[src/rtl/one_bit_pkg.sv]
// one_bit_pkg: opcode map and widths for the 1-bit ALU slice
package one_bit_pkg;
  localparam int OP_W = 5;
  localparam int NUM_OPS = 20;
  typedef enum logic [OP_W-1:0] {
    OP_ADD    = 5'd0,
    OP_SUB    = 5'd1,
    OP_INC    = 5'd2,
    OP_DEC    = 5'd3,
    OP_PASS_A = 5'd4,
    OP_PASS_B = 5'd5,
    OP_AND    = 5'd6,
    OP_OR     = 5'd7,
    OP_XOR    = 5'd8,
    OP_NAND   = 5'd9,
    OP_NOR    = 5'd10,
    OP_XNOR   = 5'd11,
    OP_NOT_A  = 5'd12,
    OP_NOT_B  = 5'd13,
    OP_ZERO   = 5'd14,
    OP_ONE    = 5'd15,
    OP_SHL    = 5'd16,
    OP_SHR    = 5'd17,
    OP_EQ     = 5'd18,
    OP_RSUB   = 5'd19
  } op_e;
  localparam logic [OP_W-1:0] OP_RESERVED_MIN = 5'(NUM_OPS);
endpackage

[src/rtl/one_bit_fa.sv]
// one_bit_fa: combinational full adder shared by all arithmetic opcodes
module one_bit_fa (
  input  logic x,
  input  logic y,
  input  logic ci,
  output logic s,
  output logic co
);
  assign s = x ^ y ^ ci;
  assign co = (x & y) | (x & ci) | (y & ci);
endmodule

[src/rtl/one_bit.sv]
// one_bit: registered 1-bit ALU slice, cascaded through Cin/Cout
module one_bit
  import one_bit_pkg::*;
(
  input  logic            clk,
  input  logic            rst_n,
  input  logic            a,
  input  logic            b,
  input  logic            Cin,
  input  logic [OP_W-1:0] select,
  output logic            y,
  output logic            Cout
);
  logic fa_x, fa_y, sum, carry, f, g;
  // Arithmetic opcodes differ only in operand inversion or a constant B
  always_comb begin
    fa_x = (select == OP_RSUB) ? ~a : a;
    fa_y = (select == OP_SUB) ? ~b : (select == OP_INC) ? 1'b0 : (select == OP_DEC) ? 1'b1 : b;
  end
  one_bit_fa u_fa (.x(fa_x), .y(fa_y), .ci(Cin), .s(sum), .co(carry));
  always_comb begin
    f = 1'b0;
    g = 1'b0;
    case (select)
      OP_ADD, OP_SUB, OP_INC, OP_DEC, OP_RSUB: begin
        f = sum;
        g = carry;
      end
      OP_PASS_A: f = a;
      OP_PASS_B: f = b;
      OP_AND:    f = a & b;
      OP_OR:     f = a | b;
      OP_XOR:    f = a ^ b;
      OP_NAND:   f = ~(a & b);
      OP_NOR:    f = ~(a | b);
      OP_XNOR:   f = ~(a ^ b);
      OP_NOT_A:  f = ~a;
      OP_NOT_B:  f = ~b;
      OP_ZERO:   f = 1'b0;
      OP_ONE:    f = 1'b1;
      OP_SHL, OP_SHR: begin
        f = Cin;
        g = a;
      end
      OP_EQ: begin
        f = Cin & ~(a ^ b);
        g = Cin & ~(a ^ b);
      end
      default: begin
        f = 1'b0;
        g = 1'b0;
      end
    endcase
  end
  always_ff @(posedge clk or negedge rst_n) begin
    if (!rst_n) begin
      y <= 1'b0;
      Cout <= 1'b0;
    end else begin
      y <= f;
      Cout <= g;
    end
  end
endmodule

[config.mk]
export PLATFORM = sky130hd
export DESIGN_NAME = one_bit
export DESIGN_NICKNAME = d
export VERILOG_FILES = /design/src/rtl/one_bit_pkg.sv /design/src/rtl/one_bit_fa.sv /design/src/rtl/one_bit.sv
export SDC_FILE = /design/constraint.sdc
export NUM_CORES = 1
export LEC_CHECK = 0
export BUFFER_PORTS_ARGS = -buffer_cell sky130_fd_sc_hd__buf_4
export CAP_MARGIN = 10
export CORE_AREA = 2 2 39 41
export CTS_CLUSTER_SIZE = 12
export DETAILED_ROUTE_END_ITERATION = 10
export DIE_AREA = 0 0 41 43
export PLACE_DENSITY = 0.5
export SYNTH_ARGS = -nofsm -noshare
export SYNTH_HDL_FRONTEND = slang
export SYNTH_SLANG_ARGS = --single-unit
[constraint.sdc]
create_clock -name clk -period 0.8 [get_ports clk]
set_input_delay 0.08 -clock clk [delete_from_list [all_inputs] [get_ports clk]]
set_output_delay 0.08 -clock clk [all_outputs]
set_load 0.01 [all_outputs]
==> results of run 1 <==
## worst max path at each step
stage	from	endpoint	slack (ps)	depth (start not counted)
2_1_floorplan	select[1]	y$_DFF_PN0_	-940	9
3_3_place_gp	select[3]	y$_DFF_PN0_	-1210	9
3_5_place_dp	select[3]	y$_DFF_PN0_	-1250	9
4_1_cts	select[2]	y$_DFF_PN0_	-930	9
5_1_grt	select[2]	y$_DFF_PN0_	-990	9
6_report	select[2]	y$_DFF_PN0_	-910	9
## area by class of cell
class                      count  area, um^2  area share, %
multi-input combinational     34       334.1          47.51
timing repair buffer          31       254.0          36.12
sequential                     2       50.05          7.117
clock buffer                   3       22.52          3.203
inverter                       6       22.52          3.203
tap                           16       20.02          2.847
## logic make-up (layout without fill, tap and decap cells)
group                      after synthesis  in the layout  share of synthesized area, %
and+or+nand+nor                         17             17                         30.96
AOI/OAI and AO/OA                       12             12                         26.34
buffers and inverters                    9             40                         10.67
adders and majority gates                3              3                         12.81
xor gates and xnor gates                 2              2                         4.983
DFF                                      2              2                         14.24
## stage by stage
step / power (mW) / instance area (um^2) / hold slack [ps] / std cells
2_1_floorplan: 0.2573 / 410.4 / -215.6 / 45
3_3_place_gp: 0.4068 / 606.8 / -136.6 / 87
3_5_place_dp: 0.4082 / 606.8 / -133.7 / 87
4_1_cts: 0.6732 / 691.9 / 149.3 / 92
5_1_grt: 0.7336 / 703.2 / 166.7 / 92
6_report: 0.6736 / 703.2 / 166.8 / 92
## per-layer routing
layer,up-vias,GRT usage (%),routed length (um),share of wire [%]
met5,-,0,0,0
met4,0,11.33,14,1.1
met3,2,2.618,27,2.2
met2,10,27.50,669,55
met1,227,19.11,506,42
li1,240,-,-,-
## synthesized netlist by cell type
cell,n
fa_1,1
o211ai_1,1
a41oi_1,1
nand2b_1,1
nand4_1,2
a22oi_1,1
xnor2_1,2
o21ai_0,1
nand3_1,1
a2111oi_0,1
and4bb_1,1
o311a_1,1
nor4_1,1
nand2_1,3
nor2_1,2
o32ai_1,1
a21oi_1,2
inv_1,6
nor4bb_1,2
and3b_1,1
o311ai_1,2
ha_1,2
o221ai_1,1
nor3_1,2
and4_1,1
buf_2,3
dfrtp_1,2
## flip-flops by register name, summed over array words and instances (netlist names)
signal and flops:
Cout 1, y 1
## power by group through the flow
| stage | Sequential [mW] | Clock [mW] | Combinational [mW] |
|---|---|---|---|
| 5_1_grt | 0.118 | 0.245 | 0.371 |
| 6_report | 0.116 | 0.219 | 0.339 |
| 4_1_cts | 0.115 | 0.231 | 0.327 |
| 3_3_place_gp | 0.115 | 0 | 0.292 |
| 2_1_floorplan | 0.120 | 0 | 0.137 |
| 3_5_place_dp | 0.115 | 0 | 0.293 |
## placed cells by master (no fill, tap or decap), types with 2 or more instances in the layout
master | synthesis | routed
xnor2_1 | 2 | 2
dfrtp_1 | 2 | 2
buf_4 | 0 | 26
clkbuf_4 | 0 | 3
inv_1 | 6 | 5
nor4bb_1 | 2 | 2
nand4_1 | 2 | 2
nand2_1 | 3 | 3
a21oi_1 | 2 | 2
buf_6 | 0 | 3
## repair_timing
action	in CTS	in global routing
setup endpoints to repair	3	4
pin swaps	10	6
gates resized for setup	9	2
endpoints found under the hold margin	2	0
hold buffers	1	0
setup buffers	1	0
==> flow_summary.json, run 1 <==
{
  "status": "complete, but fails checks",
  "violations": "setup timing",
  "period_minus_slack_ps": 1709,
  "cp_slowest_cell": "fa_1",
  "fill_cells": 137,
  "grt_pass1_wl_um": 2083,
  "rows": 14,
  "relSlewSlack_pct": 73.07,
  "worstHoldStart": "select[2]",
  "area_growth_pct": 100.0,
  "setup_ws_ps": -909.3,
  "critical-path-max-stage-delay_ps": 460,
  "synth-seq-cells": 2,
  "yosys.area.top_type": "dfrtp_1",
  "vias_per_cell": 5.207,
  "grt_pass1_vias": 534,
  "fin_crit_sh_pct": 213.7,
  "syn_inst": 45,
  "dp_slack_ps": -1251,
  "initial_utilization_pct": 25.41,
  "comb_power_share_pct": 50.3,
  "num_vias": 479,
  "die_y_um": 43,
  "place.gp.congestion": 0.8518,
  "report.final.slew_viol_count": 0,
  "clkTransAtPathRegs_ps": 30,
  "cts.htree.levels": 1,
  "power_leakage_nw": 0.3269,
  "antenna_cells": 0,
  "path_cells": "buf_8 -> nor2_4 -> nand4_1 -> xnor2_1 -> fa_1 -> and3b_1 -> o311ai_2 -> o311a_1 -> o211ai_1",
  "drc_errors": 0,
  "cp_max_fo": 3,
  "wire_per_inst_um": 13.24,
  "synth_top_area_share_pct": 14.23,
  "ant_nets": 0,
  "min_path_cells": 3,
  "track_usage_pct": 17.02,
  "synth_area_um2": 351.6,
  "numCtsBuffers": 3,
  "p_int_mw": 0.4651,
  "rsz0062_at_grt": "yes",
  "root_buffer": "clkbuf_4",
  "cp-end-kind": "flip-flop",
  "fmax_mhz": 585.0,
  "setup_viol": 2,
  "grt_antenna_before_repair": 0,
  "p_sw_share_pct": 30.95,
  "pwr-share-clk_pct": 32.5,
  "crit_buf_inv": 1,
  "synth_area_leaders": "dfrtp_1 14%, ha_1 7.1%, inv_1 6.4%, fa_1 5.7%, nor4bb_1 5.7%",
  "tns_ps": -1236,
  "critPathTopFamily": "compound AO/OA/AOI/OAI gates",
  "cts_tree": "done",
  "critPathLaunchType": "primary input",
  "design.die.area_um2": 1763,
  "cp.arrival_ps": 1790,
  "fin_nets": 91,
  "grt-ovfl-total": 0,
  "required_ps": 880,
  "drive_gt1_share_pct": 56.58,
  "power_frac_seq_pct": 17.2,
  "ios": 12,
  "first_pass_iters": 2,
  "drt-initial-drc-count": 8,
  "synth_warnings": 0,
  "peakVddDrop_v": 0.0002848,
  "avgSynthCellArea_um2": 7.813,
  "io_buffers": 11,
  "final-hold-violation-count": 0,
  "cts_max_path_buffers": 2,
  "clock-sinks": 2,
  "tightest_slew_ps": 393.8,
  "crit_type": "in2reg",
  "synthesis.nets": 58,
  "netSwitchingPower_mw": 0.2085,
  "grt_max_degree": 13,
  "p_per_area_nw_per_um2": 958.0,
  "wl_um": 1218,
  "synth-seq-area-share_pct": 14.23,
  "hp-class": "in2reg",
  "yosysUniqueCellTypes": 27,
  "die_w_um": 41,
  "drv_cap": 0,
  "fin_util_pct": 50.81,
  "hold-path-endpoint": "Cout$_DFF_PN0_",
  "core_um2": 1384,
  "hpwl_um": 912.9
}
(Power assumes the default switching activity.)
==> run 2, diff against run 1 <==
- PLACE_DENSITY: 0.5 -> default
- PLACE_DENSITY_LB_ADDON: default -> 0.1
==> run 2 against run 1 <==
  * The run still ends with setup timing left
  * Routed wire length shrank 6.1%
  * Sequential power is essentially flat
  * Setup slack gained 3.9 ps
  * Maximum frequency grew 0.23%
  * Design area grew 1.4%
  * Critical path depth is the same
  * Largest power group unchanged
  * Critical path type unchanged
  * Count of clock-buffer cells in the layout is the same
==> flow_summary.json, run 2 (same netlist as run 1, synthesis figures left out) <==
{
  "critPathLaunchType": "primary input",
  "fin_nets": 89,
  "grt_antenna_before_repair": 0,
  "area_growth_pct": 102.8,
  "grt_pass1_vias": 475,
  "grt_pass1_wl_um": 1987,
  "final_cells": 90,
  "place_inst": 85,
  "ant_nets": 0,
  "die_w_um": 41,
  "hold-path-endpoint": "Cout$_DFF_PN0_",
  "initial_utilization_pct": 25.41,
  "comb_power_share_pct": 49.8,
  "num_vias": 469,
  "worst_hold_slack_ps": 160.5,
  "dp_slack_ps": -1160,
  "place.gp.congestion": 0.7302,
  "required_ps": 890,
  "drv_cap": 0,
  "power_leakage_nw": 0.3219,
  "period_minus_slack_ps": 1705,
  "pwr-share-clk_pct": 33.5,
  "first_pass_iters": 2,
  "antenna_cells": 0,
  "cp_slowest_cell": "fa_2",
  "hpwl_um": 853.1,
  "cp-end-kind": "flip-flop",
  "wire_per_inst_um": 12.71,
  "cp.arrival_ps": 1790,
  "track_usage_pct": 16.47,
  "rsz0062_at_grt": "yes",
  "drt-initial-drc-count": 1,
  "io_buffers": 11,
  "design.die.area_um2": 1763,
  "status": "complete, but fails checks",
  "vias_per_cell": 5.211,
  "root_buffer": "clkbuf_4",
  "ios": 12,
  "fin_crit_sh_pct": 213.2,
  "power.total_mw": 0.6914,
  "layout_commonest_cell": "buf_4",
  "critical-path-max-stage-delay_ps": 470,
  "worstHoldStart": "select[3]",
  "core_um2": 1384,
  "p_sw_share_pct": 32.08,
  "wl_um": 1144,
  "report.final.slew_viol_count": 0,
  "cts.htree.levels": 1,
  "violations": "setup timing",
  "power_frac_seq_pct": 16.8,
  "final_cell_mix": "22 x buf_4, 4 x inv_1, 4 x buf_6",
  "numCtsBuffers": 3,
  "die_y_um": 43,
  "hp-class": "in2reg",
  "fmax_mhz": 586.4,
  "cts_tree": "done",
  "setup_ws_ps": -905.3,
  "relSlewSlack_pct": 76.23,
  "cts_max_path_buffers": 2,
  "p_per_area_nw_per_um2": 969.4,
  "clock-sinks": 2,
  "tightest_slew_ps": 347.6,
  "p_int_mw": 0.4696,
  "path_cells": "buf_8 -> nor3_4 -> nand3_2 -> o221ai_2 -> fa_2 -> and3b_1 -> o311ai_1 -> o311a_1 -> o211ai_1",
  "cp_max_fo": 3,
  "grt-ovfl-total": 0,
  "netSwitchingPower_mw": 0.2218,
  "reg_top3": "Cout: 1 flops, y: 1 flops",
  "peakVddDrop_v": 0.0005065,
  "crit_buf_inv": 1,
  "grt_max_degree": 10,
  "clkTransAtPathRegs_ps": 30,
  "rows": 14,
  "min_path_cells": 3,
  "design_area_um2": 713.2,
  "drc_errors": 0,
  "crit_type": "in2reg",
  "fill_cells": 142,
  "final-hold-violation-count": 0,
  "critPathTopFamily": "compound AO/OA/AOI/OAI gates",
  "drive_gt1_share_pct": 58.11,
  "setup_viol": 2,
  "post_dp_cell_area_um2": 591.8
}
[run 2: cell count changes in the layout (fill, tap and decap cells not counted)]
cell,change
buf_6,+1
nor3_2,+1
o32ai_4,+1
buf_4,-4
fa_1,-1
inv_4,+1
fa_2,+1
o32ai_2,-1
buf_8,+1
inv_1,-1
o311ai_2,-1
nor3_1,-1
o311ai_1,+1
[run 2: worst max-delay path by stage]
stage	start	to	slack [ps]	cells past startpoint
after detailed placement	select[3]	y$_DFF_PN0_	-1160	9
after floorplan	select[1]	y$_DFF_PN0_	-940	9
after CTS	select[4]	y$_DFF_PN0_	-890	9
final	select[3]	y$_DFF_PN0_	-910	9
after global routing	select[3]	y$_DFF_PN0_	-980	9
after global placement	select[2]	y$_DFF_PN0_	-1140	8
[run 2: per-layer routing]
metal / track usage [%] / wire length, um / vias up
li1: - / - / 233
met1: 18.65 / 480 / 225
met2: 27.50 / 620 / 9
met3: 4.712 / 34 / 2
met4: 6.000 / 8 / 0
met5: 0 / 0 / -
[run 2: cell type report]
cell class                      count  area, um^2  share of cell area, %
Timing Repair Buffer               29       250.2                  35.09
Clock buffer                        3       22.52                  3.158
Sequential cell                     2       50.05                  7.018
Inverter                            6       25.02                  3.509
Tap cell                           16       20.02                  2.807
Multi-Input combinational cell     34       345.3                  48.42
[run 2: repair_timing]
| action | in CTS | in global routing |
|---|---|---|
| resized for setup | 13 | 5 |
| buffers inserted | 1 | 0 |
| endpoints found under the setup margin | 3 | 4 |
| pin swaps | 11 | 4 |
| endpoints found under the hold margin | 2 | 0 |
| hold buffers | 1 | 0 |
[run 2: power groups by stage]
stage / sequential, mW / clock, mW / combinational (mW)
floorplan: 0.120 / 0 / 0.137
global placement: 0.115 / 0 / 0.287
detailed placement: 0.115 / 0 / 0.283
CTS: 0.114 / 0.237 / 0.323
global route: 0.116 / 0.254 / 0.376
finish: 0.116 / 0.231 / 0.344
[run 2: metrics by stage]
step,utilization (%),setup TNS (ps)
3_3_place_gp,42.77,-1782
6_report,51.54,-1162
2_1_floorplan,-,-1333
4_1_cts,49.55,-1157
3_5_place_dp,42.77,-1775
5_1_grt,51.54,-1296
==> run 3, diff against run 2 <==
- CELL_PAD_IN_SITES_DETAIL_PLACEMENT: default -> 2
- CELL_PAD_IN_SITES_GLOBAL_PLACEMENT: default -> 2
- CORE_AREA: 2 2 39 41 -> 2 2 41 43
- DIE_AREA: 0 0 41 43 -> 0 0 43 45
==> run 3 against run 2 <==
  * Maximum frequency shrank 3.2%
  * Die area grew 9.8%
  * Routed wire length grew 40%
  * Non-clock buffer count grew 1
  * The flow still finishes with violations (setup timing)
  * Setup slack lost 56 ps
  * Final cell count grew 1.1%
  * Via count grew 1.7%
  * Sequential power is essentially flat
  * Worst hold slack gained 8.9 ps
==> flow_summary.json, run 3 (same netlist as run 1, synthesis figures left out) <==
{
  "critPathTopFamily": "compound AO/OA/AOI/OAI gates",
  "die_y_um": 45,
  "cts.htree.levels": 1,
  "clkTransAtPathRegs_ps": 30,
  "wl_um": 1606,
  "status": "complete, but fails checks",
  "fill_cells": 166,
  "hp-class": "in2reg",
  "wire_per_inst_um": 17.65,
  "critPathLaunch": "select[2]",
  "vias_per_cell": 5.242,
  "design.die.area_um2": 1935,
  "p_per_area_nw_per_um2": 965.3,
  "power_leakage_nw": 0.3330,
  "grt-ovfl-total": 0,
  "setup_ws_ps": -961.3,
  "cp_slowest_cell": "fa_1",
  "core_um2": 1471,
  "antenna_cells": 0,
  "period_minus_slack_ps": 1761,
  "layout_commonest_cell": "buf_4",
  "crit_type": "in2reg",
  "cp-end-kind": "flip-flop",
  "rsz0062_at_grt": "yes",
  "clock-sinks": 2,
  "rows": 14,
  "fin_nets": 90,
  "relSlewSlack_pct": 69.78,
  "cp_max_fo": 3,
  "grt_pass1_wl_um": 2594,
  "fmax_mhz": 567.8,
  "ant_nets": 0,
  "required_ps": 880,
  "ios": 12,
  "initial_utilization_pct": 23.89,
  "drive_gt1_share_pct": 58.67,
  "path_cells": "buf_8 -> nor2_4 -> nand4_1 -> xnor2_2 -> fa_1 -> and3b_1 -> o311ai_2 -> o311a_1 -> o211ai_1",
  "critical-path-max-stage-delay_ps": 480,
  "critPathLaunchType": "primary input",
  "final-hold-violation-count": 0,
  "drt-initial-drc-count": 5,
  "drc_errors": 0,
  "reg_top3": "Cout: 1 flops, y: 1 flops",
  "cts_max_path_buffers": 2,
  "drv_cap": 0,
  "hpwl_um": 1210,
  "tightest_slew_ps": 441.8,
  "root_buffer": "clkbuf_4",
  "grt_max_degree": 13,
  "peakVddDrop_v": 0.0005479,
  "place.gp.congestion": 0.8475,
  "io_buffers": 11,
  "num_vias": 477,
  "grt_antenna_before_repair": 0,
  "crit_buf_inv": 1,
  "track_usage_pct": 18.42,
  "fin_util_pct": 49.57,
  "cts_tree": "done",
  "die_w_um": 43,
  "worstHoldStart": "select[2]",
  "cp.arrival_ps": 1840,
  "numCtsBuffers": 3,
  "grt_pass1_vias": 560,
  "first_pass_iters": 3,
  "setup_viol": 2,
  "dp_slack_ps": -1316,
  "area_growth_pct": 107.5,
  "fin_crit_sh_pct": 220.2,
  "violations": "setup timing",
  "final_cell_mix": "24 x buf_4, 5 x inv_1, 3 x nand2_1, 3 x clkbuf_4, 3 x buf_6",
  "report.final.slew_viol_count": 0
}
[run 3: layer usage]
| metal | GRT usage (%) | wire length [um] | vias to the layer above |
|---|---|---|---|
| met3 | 3.600 | 46 | 0 |
| met4 | 3.636 | 0 | 0 |
| met1 | 21.52 | 699 | 233 |
| met2 | 35.15 | 860 | 10 |
| li1 | - | - | 234 |
| met5 | 0 | 0 | - |
[run 3: tightest hold or removal path: stages]
cell	delay [ps]
buf_8	90
buf_4	140
nor3_2	40
[run 3: stage by stage]
stage | setup TNS, ps | total power [mW] | instance area [um^2] | hold WS [ps] | instances
final | -1336 | 0.7042 | 729.5 | 169.4 | 91
after global placement | -1842 | 0.3973 | 591.8 | -138.7 | 85
after global routing | -1585 | 0.7590 | 729.5 | 172.1 | 91
after floorplan | -1333 | 0.2573 | 410.4 | -215.6 | 45
after detailed placement | -2023 | 0.4177 | 591.8 | -132.7 | 85
after CTS | -1470 | 0.6721 | 659.4 | 175.4 | 90
[run 3: worst paths after layout]
path	end	depth (start not counted)
max	y$_DFF_PN0_	9
min	Cout$_DFF_PN0_	3
max in group asynchronous	Cout$_DFF_PN0_	2
min in group asynchronous	y$_DFF_PN0_	2
[run 3: area by class of cell]
cell class,instances,area [um^2],share of cell area (%)
Clock buffer,3,22.52,3.087
Inverter,6,25.02,3.431
Multi-Input combinational cell,34,357.8,49.06
Sequential cell,2,50.05,6.861
Tap cell,16,20.02,2.744
Timing Repair Buffer,30,254.0,34.82
[run 3: where the power goes]
part | switching, mW | internal, mW
Combinational | 0.173 | 0.198
Clock | 0.0525 | 0.165
Sequential | 0.00416 | 0.112
Total | 0.229 | 0.475
[run 3: repair_timing]
item                                    CTS  global route
hold buffers                              1             0
buffers inserted                          1             1
endpoints found under the hold margin     2             0
endpoints found under the setup margin    3             4
pin swaps                                 7             8
gates resized for setup                   6            11
